$ cat src/rtl/global_pkg.sv
// Project-wide shared types.
package global_pkg;

  localparam int unsigned DATA_W = 8;

  typedef logic [DATA_W-1:0] data_t;

endpackage : global_pkg

$ cat src/rtl/uart_pkg.sv
// UART transmitter types and elaboration-time helpers.
package uart_pkg;

  import global_pkg::*;

  typedef enum logic [2:0] {
    IDLE   = 3'd0,
    START  = 3'd1,
    DATA   = 3'd2,
    PARITY = 3'd3,
    STOP   = 3'd4
  } uart_tx_state_e;

  function automatic int unsigned calc_baud_div(input int unsigned clk_freq,
                                                input int unsigned baud);
    return clk_freq / baud;
  endfunction

  function automatic logic calc_parity(input data_t data, input logic odd);
    return (^data) ^ odd;
  endfunction

endpackage : uart_pkg

$ cat src/rtl/uart_baud_tick.sv
// Clearable bit-period counter: counts 0..DIV-1 and flags the last two counts.
module uart_baud_tick #(
  parameter int unsigned DIV = 434
) (
  input  logic clk,
  input  logic rst_n,
  input  logic clear_i,
  output logic bit_end_c,
  output logic pre_end_c
);

  localparam int unsigned CNT_W = (DIV > 1) ? $clog2(DIV) : 1;

  logic [CNT_W-1:0] count_q;
  logic [CNT_W-1:0] count_d;

  assign bit_end_c = (count_q == CNT_W'(DIV - 1));
  assign pre_end_c = (count_q == CNT_W'(DIV - 2));

  always_comb begin
    count_d = count_q + CNT_W'(1);
    if (clear_i || bit_end_c) begin
      count_d = '0;
    end
  end

  always_ff @(posedge clk or negedge rst_n) begin
    if (!rst_n) begin
      count_q <= '0;
    end else begin
      count_q <= count_d;
    end
  end

endmodule : uart_baud_tick

$ cat src/rtl/uart_parity_tx.sv
// UART transmitter: start bit, 8 data bits LSB first, parity, 1 or 2 stop bits.
module uart_parity_tx
  import global_pkg::*;
  import uart_pkg::*;
#(
  parameter int unsigned CLK_FREQ   = 50_000_000,
  parameter int unsigned BAUD       = 115200,
  parameter int unsigned PARITY_ODD = 0,
  parameter int unsigned STOP_BITS  = 1
) (
  input  logic  clk,
  input  logic  rst,
  input  logic  transmit,
  input  data_t tx_data,
  output logic  tx,
  output logic  tx_ready,
  output logic  tx_done
);

  localparam int unsigned BAUD_DIV = calc_baud_div(CLK_FREQ, BAUD);
  localparam int unsigned IDX_W    = 3;

  if (STOP_BITS != 1 && STOP_BITS != 2) begin : g_bad_stop_bits
    $error("uart_parity_tx: STOP_BITS must be 1 or 2");
  end
  if (BAUD_DIV < 2) begin : g_bad_baud_div
    $error("uart_parity_tx: CLK_FREQ/BAUD must be at least 2");
  end

  uart_tx_state_e   state_q, state_d;
  data_t            shift_q, shift_d;
  logic             parity_q, parity_d;
  logic [IDX_W-1:0] bit_idx_q, bit_idx_d;
  logic             tx_q, tx_d;
  logic             tx_ready_q, tx_ready_d;
  logic             tx_done_q, tx_done_d;

  logic bit_end_c;
  logic pre_end_c;
  logic last_stop_c;

  // Counter is held at zero in IDLE so every frame starts on a fresh bit period.
  uart_baud_tick #(
    .DIV(BAUD_DIV)
  ) u_baud_tick (
    .clk      (clk),
    .rst_n    (rst),
    .clear_i  (state_q == IDLE),
    .bit_end_c(bit_end_c),
    .pre_end_c(pre_end_c)
  );

  assign last_stop_c = (bit_idx_q == IDX_W'(STOP_BITS - 1));

  always_comb begin
    state_d    = state_q;
    shift_d    = shift_q;
    parity_d   = parity_q;
    bit_idx_d  = bit_idx_q;
    tx_d       = tx_q;
    tx_ready_d = tx_ready_q;
    tx_done_d  = 1'b0;

    unique case (state_q)
      IDLE: begin
        if (transmit) begin
          shift_d    = tx_data;
          parity_d   = calc_parity(tx_data, 1'(PARITY_ODD));
          bit_idx_d  = '0;
          tx_d       = 1'b0;
          tx_ready_d = 1'b0;
          state_d    = START;
        end
      end
      START: begin
        if (bit_end_c) begin
          tx_d    = shift_q[0];
          state_d = DATA;
        end
      end
      DATA: begin
        if (bit_end_c) begin
          if (bit_idx_q == IDX_W'(7)) begin
            tx_d      = parity_q;
            bit_idx_d = '0;
            state_d   = PARITY;
          end else begin
            shift_d   = shift_q >> 1;
            tx_d      = shift_q[1];
            bit_idx_d = bit_idx_q + IDX_W'(1);
          end
        end
      end
      PARITY: begin
        if (bit_end_c) begin
          tx_d      = 1'b1;
          bit_idx_d = '0;
          state_d   = STOP;
        end
      end
      STOP: begin
        // Registered done must be raised one count early to land in the final clock.
        if (last_stop_c && pre_end_c) begin
          tx_done_d = 1'b1;
        end
        if (bit_end_c) begin
          if (last_stop_c) begin
            bit_idx_d  = '0;
            tx_ready_d = 1'b1;
            state_d    = IDLE;
          end else begin
            bit_idx_d = bit_idx_q + IDX_W'(1);
          end
        end
      end
      default: begin
        tx_d       = 1'b1;
        tx_ready_d = 1'b1;
        bit_idx_d  = '0;
        state_d    = IDLE;
      end
    endcase
  end

  always_ff @(posedge clk or negedge rst) begin
    if (!rst) begin
      state_q    <= IDLE;
      shift_q    <= '0;
      parity_q   <= 1'b0;
      bit_idx_q  <= '0;
      tx_q       <= 1'b1;
      tx_ready_q <= 1'b1;
      tx_done_q  <= 1'b0;
    end else begin
      state_q    <= state_d;
      shift_q    <= shift_d;
      parity_q   <= parity_d;
      bit_idx_q  <= bit_idx_d;
      tx_q       <= tx_d;
      tx_ready_q <= tx_ready_d;
      tx_done_q  <= tx_done_d;
    end
  end

  assign tx       = tx_q;
  assign tx_ready = tx_ready_q;
  assign tx_done  = tx_done_q;

endmodule : uart_parity_tx
$ cat config.mk
export PLATFORM = sky130hd
export DESIGN_NAME = uart_parity_tx
export DESIGN_NICKNAME = d
export VERILOG_FILES = /design/src/rtl/global_pkg.sv /design/src/rtl/uart_pkg.sv /design/src/rtl/uart_baud_tick.sv /design/src/rtl/uart_parity_tx.sv
export SDC_FILE = /design/constraint.sdc
export NUM_CORES = 1
export LEC_CHECK = 0
export BUFFER_PORTS_ARGS = -buffer_cell sky130_fd_sc_hd__buf_2
export CORE_MARGIN = 2
export CORE_UTILIZATION = 50
export CTS_BUF_LIST = sky130_fd_sc_hd__clkbuf_8
export CTS_CLUSTER_DIAMETER = 30
export DETAILED_ROUTE_END_ITERATION = 6
export PLACE_DENSITY = 0.66
export SYNTH_ARGS = -nofsm -noshare
export SYNTH_HDL_FRONTEND = slang
export SYNTH_SLANG_ARGS = --single-unit
$ cat constraint.sdc
create_clock -name clk -period 2.2 [get_ports clk]
set_input_delay 0.11 -clock clk [delete_from_list [all_inputs] [get_ports clk]]
set_output_delay 0.11 -clock clk [all_outputs]
set_load 0.05 [all_outputs]
* Word level (Yosys, flattened, before mapping)
Cells that the tools add are included.
** Storage, ports and cells
- Logic and storage cells :: 72
- Output and inout bits :: 3
- Register bits :: 27
** Operators by class
- Multiplexer cells :: 31
- Reductions and logical operators :: 13
- Bitwise logic cells :: 3
- Equality and inequality tests :: 15
- $add $sub $neg :: 2
** Operators by type and width (count)
- $mux W3 :: 13
- $pmux W3 S5 :: 2
- $mux W8 :: 3
- $eq A9 B9 Y1 const B :: 2
- $pmux W8 S2 :: 1
- $reduce_and A5 Y1 :: 2
- $add A9 B1 Y9 const B :: 1
- $mux W1 :: 9
- $mux W9 :: 1
- $ne A2 B1 Y1 const B :: 4
- $ne A2 B2 Y1 const B :: 4
- $reduce_and A4 Y1 :: 2
- $reduce_xor A8 Y1 :: 1
- $reduce_and A7 Y1 :: 1
- $eq A3 B2 Y1 const B :: 2
- $eq A3 B3 Y1 const B :: 2
- $logic_not A3 Y1 :: 2
- $pmux W1 S5 :: 1
- $add A3 B1 Y3 const B :: 1
- $eq A3 B1 Y1 const B :: 1
- $not A1 Y1 :: 3
- $pmux W1 S3 :: 1
- $reduce_or A3 Y1 :: 1
- $reduce_and A2 Y1 :: 1
- 3 further kinds :: 3

* Depth between registers and ports, before layout
Gate-level depths: netlist of the first run.
- Word-level depth :: 4
- Mapped depth :: 6
- Mapped depth without buffers :: 6

* Modules after synthesis
Synthesis of the first run repeated with hierarchy kept, for this count alone.
** Second synthesis, totals
- Cell total of the unflattened synthesis :: 157
- Area, all modules :: 1546.5 um^2
** Modules (own cells, without submodules)
- uart_parity_tx :: area an instance 1071.0 um^2, times used 1, cells an instance 108
- uart_baud_tick :: area an instance 475.5 um^2, times used 1, cells an instance 49

* Worst setup path before layout of the first run
Ideal clock, no wire load.
- Kind :: flip-flop to flip-flop
- Start point :: register state_q[2]
- End point :: register shift_q[0]
- Setup time :: 0.125 ns
- Slack :: 0.534 ns
- Period minus slack after synthesis :: 1.666 ns
- Data arrival time :: 1.542 ns
- Cell stages (with the launch flop) :: 5
- Path buffers :: 1
- Cells stage by stage :: dfrtp_1 -> buf_2 -> nor3_2 -> mux2_2 -> mux2_2
** Between the ends
- Longest elaborated chain between the ends :: 3
** Ends and longest elaborated chain
- start: declaration :: RTL line uart_parity_tx.sv:30 : uart_tx_state_e state_q, state_d;
- start signal: assignment :: RTL line uart_parity_tx.sv:135 : state_q <= state_d;
- $eq A3 B2 Y1 or $logic_not A3 Y1 (tied branches) :: RTL line uart_parity_tx.sv:64 : unique case (state_q)
- $ne A2 B2 Y1 (no line), or another cell as far along
- $reduce_and A4 Y1 (no line)
- end signal: assignment :: RTL line uart_parity_tx.sv:136 : shift_q <= shift_d;
- end: declaration :: RTL line uart_parity_tx.sv:31 : data_t shift_q, shift_d;
Several ways; a longest one is shown, not always the timed one.
A chain may end at the register's enable or synchronous reset.

* Worst setup path in the final report of the first run
- Start point :: register state_q[2]
- End point :: register bit_idx_q[0]
** Between the ends
- Longest elaborated chain between the ends :: 3
** Ends and longest elaborated chain
- $eq A3 B2 Y1, or another cell as far along :: RTL line uart_parity_tx.sv:64
- $ne A2 B1 Y1 (no line), or another cell as far along
- $reduce_and A5 Y1 (no line)
- end signal: assignment :: RTL line uart_parity_tx.sv:138 : bit_idx_q <= bit_idx_d;
- end: declaration :: RTL line uart_parity_tx.sv:33 : logic [IDX_W-1:0] bit_idx_q, bit_idx_d;
Several ways; a longest one is shown, not always the timed one.

==> results by group, run 1 <==
Status
  • Outcome: finished, final reports clean

Critical path
  • WP depth: 4
  • CP arrival: 1.98 ns
  • Buf/Inv on CP: 0
  • Reg-to-reg slack, setup: 0.38 ns
  • Reg2Reg Depth: 4
  • CP Data Required Time: 2.36 ns
  • CP cell instances: nand2b_1 -> a2bb2oi_1 -> o32a_1 -> mux2_2
  • CP Max Fanout: 19
  • Startpoint Class: flip-flop
  • Critical path class: reg -> reg
  • Crit path largest cell delay: 0.60 ns
  • Delay-heaviest family, CP: flip-flops
  • CP endpoint kind: flip-flop
  • Max stage delay cell, worst path: dfrtp_1

Floorplan
  • Site Rows: 20
  • Die width: 60.24 um
  • Initial core utilization: 0.5223
  • I/O pins: 14
  • Total die area: 3629 um^2
  • Die span in y: 60.24 um
  • Core Area: 3028 um^2

Placement
  • Placed cell count: 206
  • Number of I/O port buffers: 13
  • Dpl ws: 0.4009 ns
  • Half-perimeter wire length after placement: 2036 um
  • RePlAce Congestion: 0.8495

Timing
  • F_max: 0.5490 GHz
  • Crit share post-route: 0.8279
  • Final setup fails: 0
  • Final WS setup: 0.3786 ns
  • Slew Limit Fails: 0
  • Total negative slack: 0 ns
  • RSZ-0062 raised after global routing: no
  • Final hold vios: 0
  • WHS: 0.2239 ns
  • Layout Skew: 0.001529 ns
  • Relative slew slack: 0.6052
  • Final min period: 1.821 ns
  • Worst-Margin Slew: 0.5922 ns

Yosys
  • Synth async-reset ratio: 1.000
  • FF+latch count, synth: 27
  • Leading area contributor after synthesis: dfrtp_1
  • Post-synth top flop: dfrtp_1
  • Syn nets: 169
  • Post-synth top area share: 0.3956
  • Top-count cell post-synth: dfrtp_1
  • Number of synthesized flops with an enable pin: 0
  • Yosys cell types: 40
  • Ranking of synthesized cells by area: dfrtp_1, mux2_2, xnor2_1
  • Post-Synthesis Cells: 152
  • Area of the mapped netlist: 1582 um^2
  • Top cells by count, synth: dfrtp_1, nor2_1, mux2_2
  • Synthesis Warnings: 0
  • Sequential share of the synthesized area: 0.4288
  • Syn_area_per_cell: 10.40 um^2

Cells and area
  • Share of cells above drive strength 1: 0.2635
  • Fin cells: 211
  • # diodes: 0
  • Fillers: 280
  • Area grow syn2layout: 10.05%
  • Final net count: 185

Global routing
  • Initial antenna violation count: 0
  • Largest net degree at the start of global routing: 28
  • Vias in the first global route: 1056
  • GR Util All Layers: 0.1764
  • Overflow after GRT: 0
  • First-pass GRT wire length: 4705 um

Pwr
  • Int Pwr: 843.6 uW
  • Flop pwr share: 0.567
  • Clock share of power: 0.222
  • Net switching power: 361.0 uW
  • P_leak: 0.0007458 uW
  • Pwr Density: 692.1 nW/um^2
  • Sw Ratio: 0.2997
  • Worst VDD drop: 0.5297 mV
  • Comb pwr share: 0.211

Route
  • DR pass1 iterations: 4
  • Routed vias/inst: 5.327
  • Drt total wl: 2645 um
  • Avg WL per Cell: 12.54 um
  • Antenna-violating nets left: 0
  • Vias: 1124
  • DR iter-0 viols: 50
  • DRC: 0

Clock network
  • Clock Latency Late Sink: 0.27 ns
  • Clock root cell: clkbuf_8
  • Clock transition at the registers of the reported paths: 0.08 ns
  • Total CTS buffers: 3
  • Clock Path Buffers: 2
  • # H-tree levels: 1
  • Clk sink count: 27
  • Post-CTS Resized: 0
  • TritonCTS clock tree: built

Hold path
  • HP Class: in -> reg
  • Worst hold path depth: 3

Run
  • Max Cap Violations: 0
layout make-up:
type / instances / area (um^2) / share of cell area
Sequential cell: 27 / 678.2 / 0.3896
Tap cell: 44 / 55.05 / 0.03163
Clock buffer: 3 / 41.29 / 0.02372
Inverter: 7 / 28.78 / 0.01653
Clock inverter: 1 / 3.754 / 0.002157
Multi-Input combinational cell: 113 / 843.3 / 0.4845
Timing Repair Buffer: 16 / 90.09 / 0.05176
final timing paths:
check	startpoint	end
setup / recovery	state_q[2]	bit_idx_q[0]
hold / removal	tx_data[1]	shift_q[1]
setup reg to reg	state_q[2]	bit_idx_q[0]
hold reg to reg	shift_q[4]	shift_q[4]
max in group asynchronous	rst	parity_q
min in group asynchronous	rst	u_baud_tick.count_q[3]
flip-flops by register name, summed over array words and instances, names as in the netlist:
name / cells
state_q: 3
parity_q: 1
bit_idx_q: 3
tx_done: 1
tx: 1
shift_q: 8
u_baud_tick.count_q: 9
tx_ready: 1
cells in the final DEF (no fill, tap or decap), drive strengths merged, types with 3 or more instances in the layout:
cell and count:
a21oi 4, buf 15, clkbuf 3, dfrtp 25
ha 6, inv 8, mux2 18, nand2 7
nand3 4, nor2 22, nor2b 4, nor3 4
o21ai 3, xnor2 14
tightest hold or removal path: stages:
cell and delay, ns:
buf_2 0.09, mux2_2 0.13, mux2_2 0.13
cell families (layout without fill, tap and decap cells):
kind of cell / Yosys count / after routing / synth area share
and+or+nand+nor: 53 / 53 / 0.1685
buffers and inverters: 12 / 27 / 0.03798
AOI/OAI and AO/OA: 19 / 19 / 0.09415
xor gates and xnor gates: 16 / 16 / 0.08861
adders and majority gates: 6 / 6 / 0.04747
DFF: 27 / 27 / 0.4288
muxes: 19 / 19 / 0.1345
layer usage:
layer,share of wire,vias up,track usage
li1,-,555,-
met1,0.48,549,0.2476
met2,0.47,13,0.2578
met3,0.026,7,0.03030
met4,0.025,0,0.09524
met5,0,-,0
power by group through the flow:
stage               clock, uW  combinational, uW  sequential [uW]
floorplan                   0                201              671
global placement            0                248              689
detailed placement          0                259              692
CTS                       281                262              684
global route              303                298              702
finish                    267                254              683
metrics by stage:
stage / area [um^2] / utilization / power, uW
3_5_place_dp: 1685 / 0.5566 / 951.2
6_report: 1740 / 0.5748 / 1205
4_1_cts: 1740 / 0.5748 / 1226
3_3_place_gp: 1685 / 0.5566 / 936.8
5_1_grt: 1740 / 0.5748 / 1303
2_1_floorplan: 1582 / - / 871.9
what timing repair did:
action	in CTS	in global routing
endpoints found under the hold margin	25	0
hold buffers	1	0
buffers inserted	0	0
Note: power is estimated with default switching activity, not from simulation.
==> run 2, diff against run 1 <==
PLACE_DENSITY = 0.68   (was 0.66)
clock period = 1.66 ns   (was 2.2 ns; I/O delays follow)
==> run 2 against run 1 <==
Compared with the run above: non-clock buffer count increased by 20; global-route usage increased by 1.6 points; first-iteration DRC count down 12%.
==> results by group, run 2 (synthesis results as in run 1) <==
Status
  • Outcome: finished, final reports clean (unchanged)

Timing
  • F_max: 0.6189 GHz (was 0.5490 GHz)
  • RSZ-0062 raised after global routing: yes (was no)
  • Final min period: 1.616 ns (was 1.821 ns)
  • Crit share post-route: 0.9733 (was 0.8279)
  • Final setup fails: 0 (unchanged)
  • Final hold vios: 0 (unchanged)
  • Relative slew slack: 0.5992 (was 0.6052)
  • Layout Skew: 0.003379 ns (was 0.001529 ns)
  • Total negative slack: 0 ns (unchanged)
  • Slew Limit Fails: 0 (unchanged)
  • Worst-Margin Slew: 0.6012 ns (was 0.5922 ns)

Floorplan
  • Core Area: 3028 um^2 (unchanged)
  • I/O pins: 14 (unchanged)
  • Die span in y: 60.24 um (unchanged)
  • Initial core utilization: 0.5223 (unchanged)
  • Total die area: 3629 um^2 (unchanged)
  • Die width: 60.24 um (unchanged)
  • Site Rows: 20 (unchanged)

Cells and area
  • # diodes: 0 (unchanged)
  • Most flop-heavy register: u_baud_tick.count_q (unchanged)
  • Regs by FF count: u_baud_tick.count_q: 9 flops, shift_q: 8 flops (unchanged)
  • Commonest non-fill, non-tap cell in the layout: dfrtp_1 (unchanged)
  • Max FFs per register: 9 (unchanged)
  • Most frequent cells in the layout: dfrtp_1, nor2_1, buf_4, mux2_2, xnor2_1 (was dfrtp_1, nor2_1, mux2_2, xnor2_1, buf_2)
  • Final net count: 205 (was 185)
  • Final Util: 0.6459 (was 0.5748)
  • Area grow syn2layout: 23.66% (was 10.05%)
  • Share of cells above drive strength 1: 0.3690 (was 0.2635)
  • Fillers: 251 (was 280)

Pwr
  • Worst VDD drop: 0.6272 mV (was 0.5297 mV)
  • P_leak: 0.0008533 uW (was 0.0007458 uW)
  • Pwr Density: 909.8 nW/um^2 (was 692.1 nW/um^2)

Placement
  • RePlAce Congestion: 0.8811 (was 0.8495)
  • Number of I/O port buffers: 13 (unchanged)
  • Half-perimeter wire length after placement: 2419 um (was 2036 um)

Clock network
  • # H-tree levels: 1 (unchanged)
  • Clock transition at the registers of the reported paths: 0.10 ns (was 0.08 ns)
  • Clock Path Buffers: 2 (unchanged)
  • TritonCTS clock tree: built (unchanged)
  • Total CTS buffers: 3 (unchanged)
  • Clk sink count: 27 (unchanged)
  • Clock root cell: clkbuf_8 (unchanged)
  • Clock Latency Late Sink: 0.27 ns (about the same)

Global routing
  • Largest net degree at the start of global routing: 28 (unchanged)
  • Overflow after GRT: 0 (unchanged)
  • Vias in the first global route: 1187 (was 1056)
  • First-pass GRT wire length: 5216 um (was 4705 um)
  • GR Util All Layers: 0.1919 (was 0.1764)
  • Initial antenna violation count: 0 (unchanged)

Critical path
  • CP endpoint kind: flip-flop (unchanged)
  • Delay-heaviest family, CP: flip-flops (unchanged)
  • CP Data Required Time: 1.86 ns (was 2.36 ns)
  • Max stage delay cell, worst path: dfrtp_1 (unchanged)
  • Buf/Inv on CP: 0 (unchanged)
  • CP arrival: 1.82 ns (was 1.98 ns)
  • Crit path largest cell delay: 0.36 ns (was 0.60 ns)
  • Startpoint Class: flip-flop (unchanged)
  • CP Max Fanout: 4 (was 19)
  • Critical path class: reg -> reg (unchanged)
  • CP cell instances: ha_2 -> ha_4 -> mux2_2 -> or3_1 -> o211ai_1 -> a21oi_1 (was nand2b_1 -> a2bb2oi_1 -> o32a_1 -> mux2_2)

Route
  • DR iter-0 viols: 44 (was 50)
  • DR pass1 iterations: 4 (unchanged)
  • Drt total wl: 3172 um (was 2645 um)
  • Routed vias/inst: 5.208 (was 5.327)
  • Avg WL per Cell: 13.73 um (was 12.54 um)
  • Vias: 1203 (was 1124)
  • Antenna-violating nets left: 0 (unchanged)
  • DRC: 0 (unchanged)

Hold path
  • HP Class: in -> reg (unchanged)

Run
  • Max Cap Violations: 0 (unchanged)
-- run 2: timing repair --
action	4_1_cts	5_1_grt
setup endpoints to repair	9	10
hold endpoints to repair	25	0
hold buffers	1	0
pin swaps	0	2
setup buffers	0	1
resized for setup	2	6
-- run 2: final timing paths --
| check | from | endpoint | slack, ns | cells past startpoint |
|---|---|---|---|---|
| max in group asynchronous | rst | state_q[1] | 0.93 | 2 |
| worst min-delay path | tx_data[0] | shift_q[0] | 0.19 | 3 |
| worst min register to register | shift_q[7] | shift_q[7] | 0.52 | 1 |
| min in group asynchronous | rst | u_baud_tick.count_q[2] | 0.34 | 2 |
| worst max register to register | bit_idx_q[1] | tx | 0.04 | 6 |
| worst max-delay path | bit_idx_q[1] | tx | 0.04 | 6 |
-- run 2: stage by stage --
| step | std cells | cell area [um^2] | hold slack (ns) | total power, uW | worst slack, ns |
|---|---|---|---|---|---|
| final | 231 | 1956 | 0.1872 | 1779 | 0.04428 |
| after detailed placement | 225 | 1847 | 0.1266 | 1400 | -0.02239 |
| after global placement | 225 | 1847 | 0.1182 | 1369 | -0.01494 |
| after global routing | 231 | 1956 | 0.1923 | 1905 | -0.04052 |
| after floorplan | 152 | 1588 | -0.2126 | 1156 | 0.01421 |
| after CTS | 230 | 1909 | 0.1828 | 1793 | -0.01118 |
-- run 2: routing by layer --
metal / GRT usage / up-vias / share of wire
li1: - / 596 / -
met2: 0.3214 / 19 / 0.50
met5: 0 / - / 0
met4: 0.06984 / 0 / 0.015
met1: 0.2500 / 582 / 0.45
met3: 0.02814 / 6 / 0.029
-- run 2: cell type report --
class                   count  area [um^2]  area share
inverters                   7        28.78     0.01472
well taps                  44        55.05     0.02815
clock buffers               3        41.29     0.02111
repair buffers             36        265.3      0.1356
flip-flops and latches     27        678.2      0.3468
clock inverters             1        7.507    0.003839
multi-input cells         113        879.6      0.4498
-- run 2: worst reg2reg max path: stages, from the launching register on --
cell,delay [ns]
dfrtp_1,0.36
ha_2,0.20
ha_4,0.16
mux2_2,0.32
or3_1,0.31
o211ai_1,0.10
a21oi_1,0.10
-- run 2: power breakdown --
part	switching, uW	internal, uW	leakage (uW)	total (uW)
clock	213	171	0.0000217	383
combinational	251	287	0.000500	538
sequential	79.7	778	0.000332	858
